[config.mk]
export PLATFORM = sky130hd
export DESIGN_NAME = supertile_frame_loader
export DESIGN_NICKNAME = d
export VERILOG_FILES = /design/src/rtl/supertile_frame_loader.sv
export SDC_FILE = /design/constraint.sdc
export NUM_CORES = 1
export LEC_CHECK = 0
export ABC_AREA = 1
export BUFFER_PORTS_ARGS = -buffer_cell sky130_fd_sc_hd__buf_2
export CORE_ASPECT_RATIO = 1.2
export CORE_MARGIN = 5
export CORE_UTILIZATION = 51
export CTS_CLUSTER_SIZE = 28
export DETAILED_ROUTE_END_ITERATION = 8
export PLACE_DENSITY_LB_ADDON = 0.12
export SLEW_MARGIN = 20
export SYNTH_ARGS = -nofsm -noshare
export SYNTH_HDL_FRONTEND = slang
export SYNTH_SLANG_ARGS = --single-unit
[constraint.sdc]
create_clock -name UserCLK -period 6.68 [get_ports UserCLK]
set_clock_uncertainty 0.2 [all_clocks]
set_input_delay 2.004 -clock UserCLK [delete_from_list [all_inputs] [get_ports UserCLK]]
set_output_delay 2.004 -clock UserCLK [all_outputs]
set_load 0.005 [all_outputs]
[src/rtl/supertile_frame_loader.sv]
// Frame-word loader for one supertile column: takes (row, frame, data) words and drives per-row FrameData
// with a one-hot FrameStrobe. A word is accepted in cycle 0, the strobe is high in cycles 2..1+StrobeLen,
// and the loader is ready again in cycle 3+StrobeLen; words offered while busy are not consumed.
module supertile_frame_loader #(
    parameter int          NumRows         = 2,
    parameter int          MaxFramesPerCol = 20,
    parameter int          FrameBitsPerRow = 32,
    parameter int          StrobeLen       = 1,
    parameter logic [15:0] CountInit       = 16'h0000,
    localparam int         RowW            = (NumRows > 1) ? $clog2(NumRows) : 1,
    localparam int         FrmW            = (MaxFramesPerCol > 1) ? $clog2(MaxFramesPerCol) : 1
) (
    input  logic                                   UserCLK,
    input  logic                                   Reset,
    input  logic                                   in_valid,
    output logic                                   in_ready,
    input  logic [RowW-1:0]                        in_row,
    input  logic [FrmW-1:0]                        in_frame,
    input  logic [FrameBitsPerRow-1:0]             in_data,
    input  logic                                   clear_err,
    output logic [NumRows*FrameBitsPerRow-1:0]     FrameData,
    output logic [NumRows*MaxFramesPerCol-1:0]     FrameStrobe,
    output logic                                   busy,
    output logic                                   err,
    output logic [15:0]                            frames_written
);

    localparam int CntW = (StrobeLen > 1) ? $clog2(StrobeLen) : 1;

    typedef enum logic [1:0] {IDLE, SETUP, STROBE, HOLD} state_t;

    state_t                                 state_q, state_d;
    logic [RowW-1:0]                        row_q, row_d;
    logic [FrmW-1:0]                        frame_q, frame_d;
    logic [CntW-1:0]                        cnt_q, cnt_d;
    logic [NumRows*FrameBitsPerRow-1:0]     data_q, data_d;
    logic [NumRows*MaxFramesPerCol-1:0]     strobe_q, strobe_d;
    logic                                   err_q, err_d;
    logic [15:0]                            fw_q, fw_d;
    logic                                   word_ok;

    assign word_ok = (int'(in_row) < NumRows) && (int'(in_frame) < MaxFramesPerCol);

    always_comb begin
        state_d  = state_q;
        row_d    = row_q;
        frame_d  = frame_q;
        cnt_d    = cnt_q;
        data_d   = data_q;
        strobe_d = '0;
        err_d    = err_q;
        fw_d     = fw_q;

        case (state_q)
            IDLE: begin
                if (in_valid) begin
                    if (word_ok) begin
                        row_d   = in_row;
                        frame_d = in_frame;
                        // Data is registered at acceptance so it is settled a full cycle before the strobe.
                        for (int r = 0; r < NumRows; r++) begin
                            if (int'(in_row) == r) data_d[r*FrameBitsPerRow +: FrameBitsPerRow] = in_data;
                        end
                        state_d = SETUP;
                    end else begin
                        err_d = 1'b1;
                    end
                end
            end
            SETUP: begin
                state_d = STROBE;
                cnt_d   = CntW'(StrobeLen - 1);
            end
            STROBE: begin
                if (cnt_q == '0) state_d = HOLD;
                else             cnt_d   = cnt_q - 1'b1;
            end
            HOLD: begin
                state_d = IDLE;
                if (fw_q != 16'hFFFF) fw_d = fw_q + 16'd1;
            end
            default: state_d = IDLE;
        endcase

        if (clear_err) err_d = 1'b0;

        // Strobe is a registered decode of the next state, so it can only ever have one bit set.
        if (state_d == STROBE) strobe_d[int'(row_q) * MaxFramesPerCol + int'(frame_q)] = 1'b1;
    end

    always_ff @(posedge UserCLK or posedge Reset) begin
        if (Reset) begin
            state_q  <= IDLE;
            row_q    <= '0;
            frame_q  <= '0;
            cnt_q    <= '0;
            data_q   <= '0;
            strobe_q <= '0;
            err_q    <= 1'b0;
            fw_q     <= CountInit;
        end else begin
            state_q  <= state_d;
            row_q    <= row_d;
            frame_q  <= frame_d;
            cnt_q    <= cnt_d;
            data_q   <= data_d;
            strobe_q <= strobe_d;
            err_q    <= err_d;
            fw_q     <= fw_d;
        end
    end

    assign in_ready       = (state_q == IDLE) && !Reset;
    assign busy           = (state_q != IDLE);
    assign FrameData      = data_q;
    assign FrameStrobe    = strobe_q;
    assign err            = err_q;
    assign frames_written = fw_q;

endmodule

# After elaboration in Yosys (flattened, before gate mapping)
# Cells that the tools add are included.
# W data, S select, Z words.
[totals] register_bits=130 output_inout_bits=123 wordCells=49
[op_classes] n_addsub=3 n_mul=1 order_cmp=3 eq_ne=6 n_mux=13 bitwise_logic=1 n_reduce_logical=13
[ops] cell="$mux W40" n=1
[ops] cell="$add A16 B1 Y16 const B" n=1
[ops] cell="$ne A16 B16 Y1 const B" n=1
[ops] cell="$pmux W2 S4" n=1
[ops] cell="$reduce_and A4 Y1" n=2
[ops] cell="$reduce_bool A2 Y1" n=4
[ops] cell="$add A6 B5 Y7" n=1
[ops] cell="$ge A7 B1 Y1 const B" n=1
[ops] cell="$lt A7 B7 Y1 const B" n=1
[ops] cell="$demux W1 S6" n=1
[ops] cell="$eq A2 B2 Y1 const B" n=3
[ops] cell="$mux W1" n=6
[ops] cell="$mux W2" n=3
[ops] cell="$reduce_and A3 Y1" n=2
[ops] cell="$lt A5 B5 Y1 const B" n=1
[ops] cell="$mul A1 B3 Y4 const B" n=1
[ops] cell="$eq A2 B1 Y1 const B" n=1
[ops] cell="$logic_and A1 B1 Y1" n=2
[ops] cell="$logic_not A2 Y1" n=1
[ops] cell="$ne A2 B2 Y1 const B" n=1
[ops] cell="$pmux W1 S2" n=1
[ops] cell="$reduce_and A2 Y1" n=1
[ops] cell="$logic_not A1 Y1" n=1
[ops] cell="$not A1 Y1" n=1
[ops] cell="$sub A1 B1 Y1 const B" n=1

# Longest topological paths before layout
# Gate-level depths: netlist of the first run.
[depth] word_depth=7 mapped_depth=9 depth_no_buf=8

# Worst setup path after synthesis of the first run
# OpenSTA, ideal clock, no wires.
[synth_path] path_kind="input to output" startpoint="in Reset" endpoint="out in_ready" t_arrival_ns=2.110 required_ns=4.476 slack_ns=2.366 stages=1 n_path_buf=0 cell_sequence="nor2_1"
[synth_between] elab_chain_len=2
[synth_lines] item="start: declaration" line="14" rtl="input logic Reset,"
[synth_lines] item="$logic_not A1 Y1" line="113" rtl="assign in_ready = (state_q == IDLE) && !Reset;"
[synth_lines] item="$logic_and A1 B1 Y1" line="113"
[synth_lines] item="end: declaration" line="16" rtl="output logic in_ready,"
# No other way between the ends.

# Worst setup path after layout of the first run
# Same ends and word-level chain as after synthesis.

==> out/results.ini, run 1 <==
[setup_path]
regToRegSetupSlack_ps=4340
critPathTopFamily=buffers and inverters
crit_type=in -> out
endpoint_kind=primary output
critPathArrivalTime_ps=2340
cp-start-kind=input port
cp_slowest_cell=buf_2
crit_path_frequent_cell=buf_2
crit_buf_inv=2
critPathMaxStageDelay_ps=130
worst-path-max-fanout=2
crit_chain=buf_2 > nor2_1 > buf_2
cp_data_required_time_ps=4480

[routing]
via_per_inst=4.790
ant_nets=0
drt_iter0_drc=160
routed_wl_microns=12070
vias=4091
post_drt_wl_per_cell_microns=14.13
drc_errors=0
drt_first_pass_iters=4

[clock_network]
cts-resized-gates=0
cts_hold_buf=0
htree_num_levels=4
cts_buffers=17
clk_latency_ps=400
cts.path.max_buffers=2
cts_setup_buffers=0
clk_pin_slew_ps=60
tritoncts=yes
clockRootBuffer=clkbuf_16
clkSinkCount=129

[timing]
finalCritPeriodShare=0.6808
rsz0062_at_grt=no
finalSetupViolations=0
final_hold_viol_count=0
min_period_ps=4548
maxSlewHeadroom=0.4115
tightest_slew_ps=882.7
fmax_ghz=0.2199
drv_slew=0
fin_setup_tns_ps=0

[global_route]
antenna_found_initial=0
overflow=0
grtUsageTotal=0.2027
grt_pass1_wl_microns=20020
grt_start_max_net_pins=89
grt_pass1_vias=4214

[flow_run]
maxCapViolations=0

[cells_and_area]
area_growth_pct=27.22
stdcell_area_sq_um=6766
nFillCells=839
antennaDiodeCount=0
multi_input_area_sq_um=1687
drive_gt1_frac=0.3214
regArea_sq_um=3228
fin_nets=766

[floorplanning]
fp.dieH_microns=121.9
start_util=0.5261
rows=40
dieArea_sq_um=12580
core_sq_um=10110
fp.dieW_microns=103.2
ioPinCount=165

[placed_design]
portBuffers=164
gp_congestion=0.8324
dp_hpwl_microns=8547
dpl_cell_area_sq_um=6143

[outcome]
run_status=finished, final reports clean

[yosys]
seq_area_frac_synth=0.6069
synthArstFlopShare=1.000
synth.area.top_cells=dfrtp_1 61%, nand2_1 11%, inv_1 4.4%
synthesis.nets=599
synth_most_common_cell=nand2_1
ys_ff_latch=129
syn_area_sq_um=5319
synth_common_cells=151 x nand2_1, 129 x dfrtp_1, 63 x inv_1, 58 x nor2_1, 30 x o21ai_1
yosys_warnings=0
synth_top_area_frac=0.6069
synthFlopType=dfrtp_1
synth_top_cell_by_area=dfrtp_1
synth-edff-count=0
post_synth_num_cell_types=28
synthCells=548
avgSynthCellArea_sq_um=9.706

[power_and_ir_drop]
p_per_area_nw_per_um2=434.6
irDropWorstVdd_mv=0.2655
p_leak_nw=3.701

[min_path]
hold_class=reg -> reg

-- tightest hold or removal path, cell delays in order (launching register included) --
cell	delay, ps
dfrtp_1	340
nand2_1	60
o21ai_2	50
-- report_power, final --
part | switching, mW | internal (mW) | leakage, nW
combinational | 0.484 | 0.345 | 1.72
clock | 0.346 | 0.601 | 0.289
sequential | 0.144 | 1.02 | 1.69
total | 0.974 | 1.97 | 3.70
-- registers in the layout, summed over array words and instances, names as in the netlist, named ones only --
register        count
FrameData          64
FrameStrobe        40
err                 1
frame_q             5
frames_written     16
row_q               1
state_q             1
-- path summary, 6_finish.rpt --
| kind | start | end | cells after the start |
|---|---|---|---|
| max in group asynchronous | Reset | asynchronous set/reset pin | 3 |
| min in group asynchronous | Reset | FrameStrobe[29]$_DFF_PP0_ | 2 |
| hold / removal | FrameData[46]$_DFFE_PP0P_ | FrameData[46]$_DFFE_PP0P_ | 2 |
| hold reg to reg | FrameData[46]$_DFFE_PP0P_ | FrameData[46]$_DFFE_PP0P_ | 2 |
| setup reg to reg | flop | FrameData[3]$_DFFE_PP0P_ | 7 |
| setup / recovery | Reset | in_ready | 3 |
-- placed cells by master, fill, tap and decap left out, types with 4 or more instances in the layout --
master and instances:
buf_2 164, nand2_1 150, dfrtp_1 129, inv_1 62
nor2_1 58, o21ai_1 30, o21ai_2 25, o21ai_0 18
clkbuf_16 17, nand3_1 10, xnor2_1 9, ha_1 9
nor3_1 8, nand4_1 7, clkinv_4 5, clkinvlp_4 4
-- cell type report --
type	instances	area share
flip-flops and latches	129	0.4771
multi-input cells	338	0.2493
repair buffers	165	0.1224
clock buffers	18	0.06490
inverters	64	0.03624
clock inverters	14	0.02681
well taps	126	0.02330
-- per-stage QoR --
stage	setup WS (ps)	total power, mW	std cells	utilization	hold slack [ps]
global route	2125	3.152	854	0.6693	298.8
detailed placement	2151	2.016	822	0.6077	264.0
global placement	2147	1.976	822	0.6072	261.3
CTS	2151	2.980	854	0.6691	277.9
floorplan	1035	1.662	548	-	268.7
finish	2132	2.941	854	0.6693	274.0
-- routing by layer --
metal | up-vias | share of wire | routed length (microns) | global-route usage
li1 | 2050 | - | - | -
met3 | 6 | 0.073 | 880 | 0.06243
met2 | 119 | 0.51 | 6104 | 0.3335
met4 | 0 | 0.0082 | 99 | 0.07126
met1 | 1916 | 0.41 | 4982 | 0.2513
met5 | - | 0 | 0 | 0
-- logic make-up after synthesis --
logic type / after synthesis / synth area share
AO/OA/AOI/OAI: 79 / 0.09433
XOR/XNOR: 9 / 0.01482
adder cells (fa/ha/maj): 9 / 0.02117
buffers and inverters: 81 / 0.07739
flip-flops: 129 / 0.6069
AND/OR/NAND/NOR: 241 / 0.1854
Note: power is estimated with default switching activity, not from simulation.
==> inputs of run 2 (changes only) <==
Clock period 6.68 ns to 4.3 ns, I/O delays scaled along.
==> run 2 against run 1 <==
  * Clock power is 39% higher
  * Global-route usage is 0.057 points lower
  * Utilization decreased by 0.51 points
  * First-iteration DRC count is 27% higher
  * Register-to-register slack worse by 2300 ps
  * Non-clock buffer count grew 3
  * Critical path depth is the same
  * Count of clock-buffer cells in the layout is 3 higher
  * Sequential cell count did not move
  * Sequential share of layout area rose by 0.36 points
  * Final cell count did not move
==> out/results.ini, run 2 (same netlist as run 1, synthesis figures left out) <==
[outcome]
run_status=finished, final reports clean

[setup_path]
cp_slowest_cell=buf_2
cp-start-kind=input port
reg2reg_to=FrameData[26]$_DFFE_PP0P_
cp-startpoint=Reset
cp_data_required_time_ps=2810  ; -1670 ps
critPathTopFamily=buffers and inverters
critPathArrivalTime_ps=1600  ; -740 ps
crit_type=in -> out
path_depth=3  ; unchanged
crit_path_frequent_cell=buf_2
regToRegSetupSlack_ps=2000  ; -2340 ps
critPathCapture=in_ready
r2r_cells=7  ; unchanged
crit_chain=buf_2 > nor2_1 > buf_2
crit_buf_inv=2  ; unchanged
critPathMaxStageDelay_ps=120  ; about the same
worst-path-max-fanout=2  ; unchanged
endpoint_kind=primary output

[routing]
drt_iter0_drc=203  ; +27%
vias=4124  ; +0.81%
post_drt_wl_per_cell_microns=14.25  ; +0.85%
drc_errors=0  ; unchanged
via_per_inst=4.829  ; +0.81%
drt_first_pass_iters=4  ; unchanged
routed_wl_microns=12170  ; +0.85%
ant_nets=0  ; unchanged

[cells_and_area]
layout_common_cells=164 x buf_2, 150 x nand2_1, 129 x dfrtp_1
final_common_cell=buf_2
area_growth_pct=26.25
drive_gt1_frac=0.3173  ; -0.004121
stdcell_count=854  ; unchanged
largest_reg_flops=64  ; unchanged
fin_nets=769  ; +0.39%
final_util=0.6642  ; -0.005074
antennaDiodeCount=0  ; unchanged

[power_and_ir_drop]
p_leak_nw=3.690  ; -0.30%
p_per_area_nw_per_um2=659.9  ; +52%
irDropWorstVdd_mv=0.4108  ; +55%

[timing]
tightest_slew_ps=928.8  ; +46.06 ps
fmax_ghz=0.3233
maxSlewHeadroom=0.3808  ; -0.03071
drv_slew=0  ; unchanged
rsz0062_at_grt=no
whs_ps=276.3  ; +2.328 ps
fin_setup_tns_ps=0  ; unchanged
min_period_ps=3093
fin_ws_ps=1207  ; -925.2 ps
finalCritPeriodShare=0.7193
finalSetupViolations=0  ; unchanged
final_hold_viol_count=0  ; unchanged

[global_route]
grt_pass1_vias=4186  ; -0.66%
overflow=0  ; unchanged
grt_pass1_wl_microns=19890  ; -0.69%
grt_use_met1=0.2496  ; -0.001699
gr-usage-met2=0.3291  ; -0.004414
grtUsageTotal=0.2021  ; -0.0005728
antenna_found_initial=2  ; +2
met3_usage=0.07216  ; +0.009737
grt_start_max_net_pins=65  ; -27%
busiest_layer=met2

[placed_design]
portBuffers=164  ; unchanged
dp_cells=825  ; +0.36%
gp_congestion=0.7835  ; -5.9%
dp_hpwl_microns=8792  ; +2.9%
place_ws_ps=1206  ; -944.8 ps

[clock_network]
cts_setup_buffers=0  ; unchanged
htree_num_levels=4  ; unchanged
tritoncts=yes
clk_latency_ps=390  ; about the same
cts_buffers=17  ; unchanged
cts.path.max_buffers=2  ; unchanged
clkSinkCount=129  ; unchanged
clk_pin_slew_ps=50  ; about the same
clockRootBuffer=clkbuf_16
cts-resized-gates=0  ; unchanged
cts_hold_buf=0  ; unchanged

[floorplanning]
rows=40  ; unchanged
fp.dieW_microns=103.2  ; unchanged
core_sq_um=10110  ; unchanged
start_util=0.5261  ; unchanged
fp.dieH_microns=121.9  ; unchanged
ioPinCount=165  ; unchanged
dieArea_sq_um=12580  ; unchanged

[min_path]
hold_class=reg -> reg
hp-start=FrameData[52]$_DFFE_PP0P_

[flow_run]
maxCapViolations=0  ; unchanged

[run 2: metal layers]
metal / part of all wire / vias up
li1: - / 2051
met1: 0.41 / 1941
met2: 0.50 / 120
met3: 0.083 / 8
met4: 0.0058 / 4
met5: 0.0012 / -
[run 2: worst reg2reg max path, cell delays in order, from the launching register on]
cell and delay (ps):
dfrtp_1 400, inv_1 110, ha_1 210, nand2_1 150, nor2_4 290, nand2_4 450
nand2_1 270, o21ai_2 70
[run 2: how the worst min path moves through the flow]
stage | endpoint | slack [ps] | cells after the start
after floorplan | frame_q[2]$_DFFE_PP0P_ | 270 | 2
after global placement | FrameData[24]$_DFFE_PP0P_ | 260 | 2
after detailed placement | FrameData[24]$_DFFE_PP0P_ | 260 | 2
after CTS | FrameData[24]$_DFFE_PP0P_ | 280 | 2
after global routing | FrameData[24]$_DFFE_PP0P_ | 300 | 2
final | FrameData[52]$_DFFE_PP0P_ | 280 | 2
[run 2: stage by stage]
step                      power, mW  cell area (sq um)
after floorplan               2.583               5323
after global placement        3.079               6175
after detailed placement      3.139               6175
after CTS                     4.480               6715
after global routing          4.744               6715
final                         4.431               6715
[run 2: layout make-up]
class	instances	area (sq um)
fill	829	3395
inverter	64	244.0
sequential	129	3228
clock buffer	21	450.4
timing repair buffer	168	863.3
clock inverter	8	90.09
tap	126	157.7
multi-input combinational	338	1682
[run 2: report_power, final]
part | total [mW] | internal (mW) | leakage (nW) | switching [mW]
Sequential | 1.81 | 1.59 | 1.69 | 0.228
Combinational | 1.29 | 0.539 | 1.73 | 0.753
Clock | 1.32 | 0.851 | 0.272 | 0.473
Total | 4.43 | 2.98 | 3.69 | 1.45
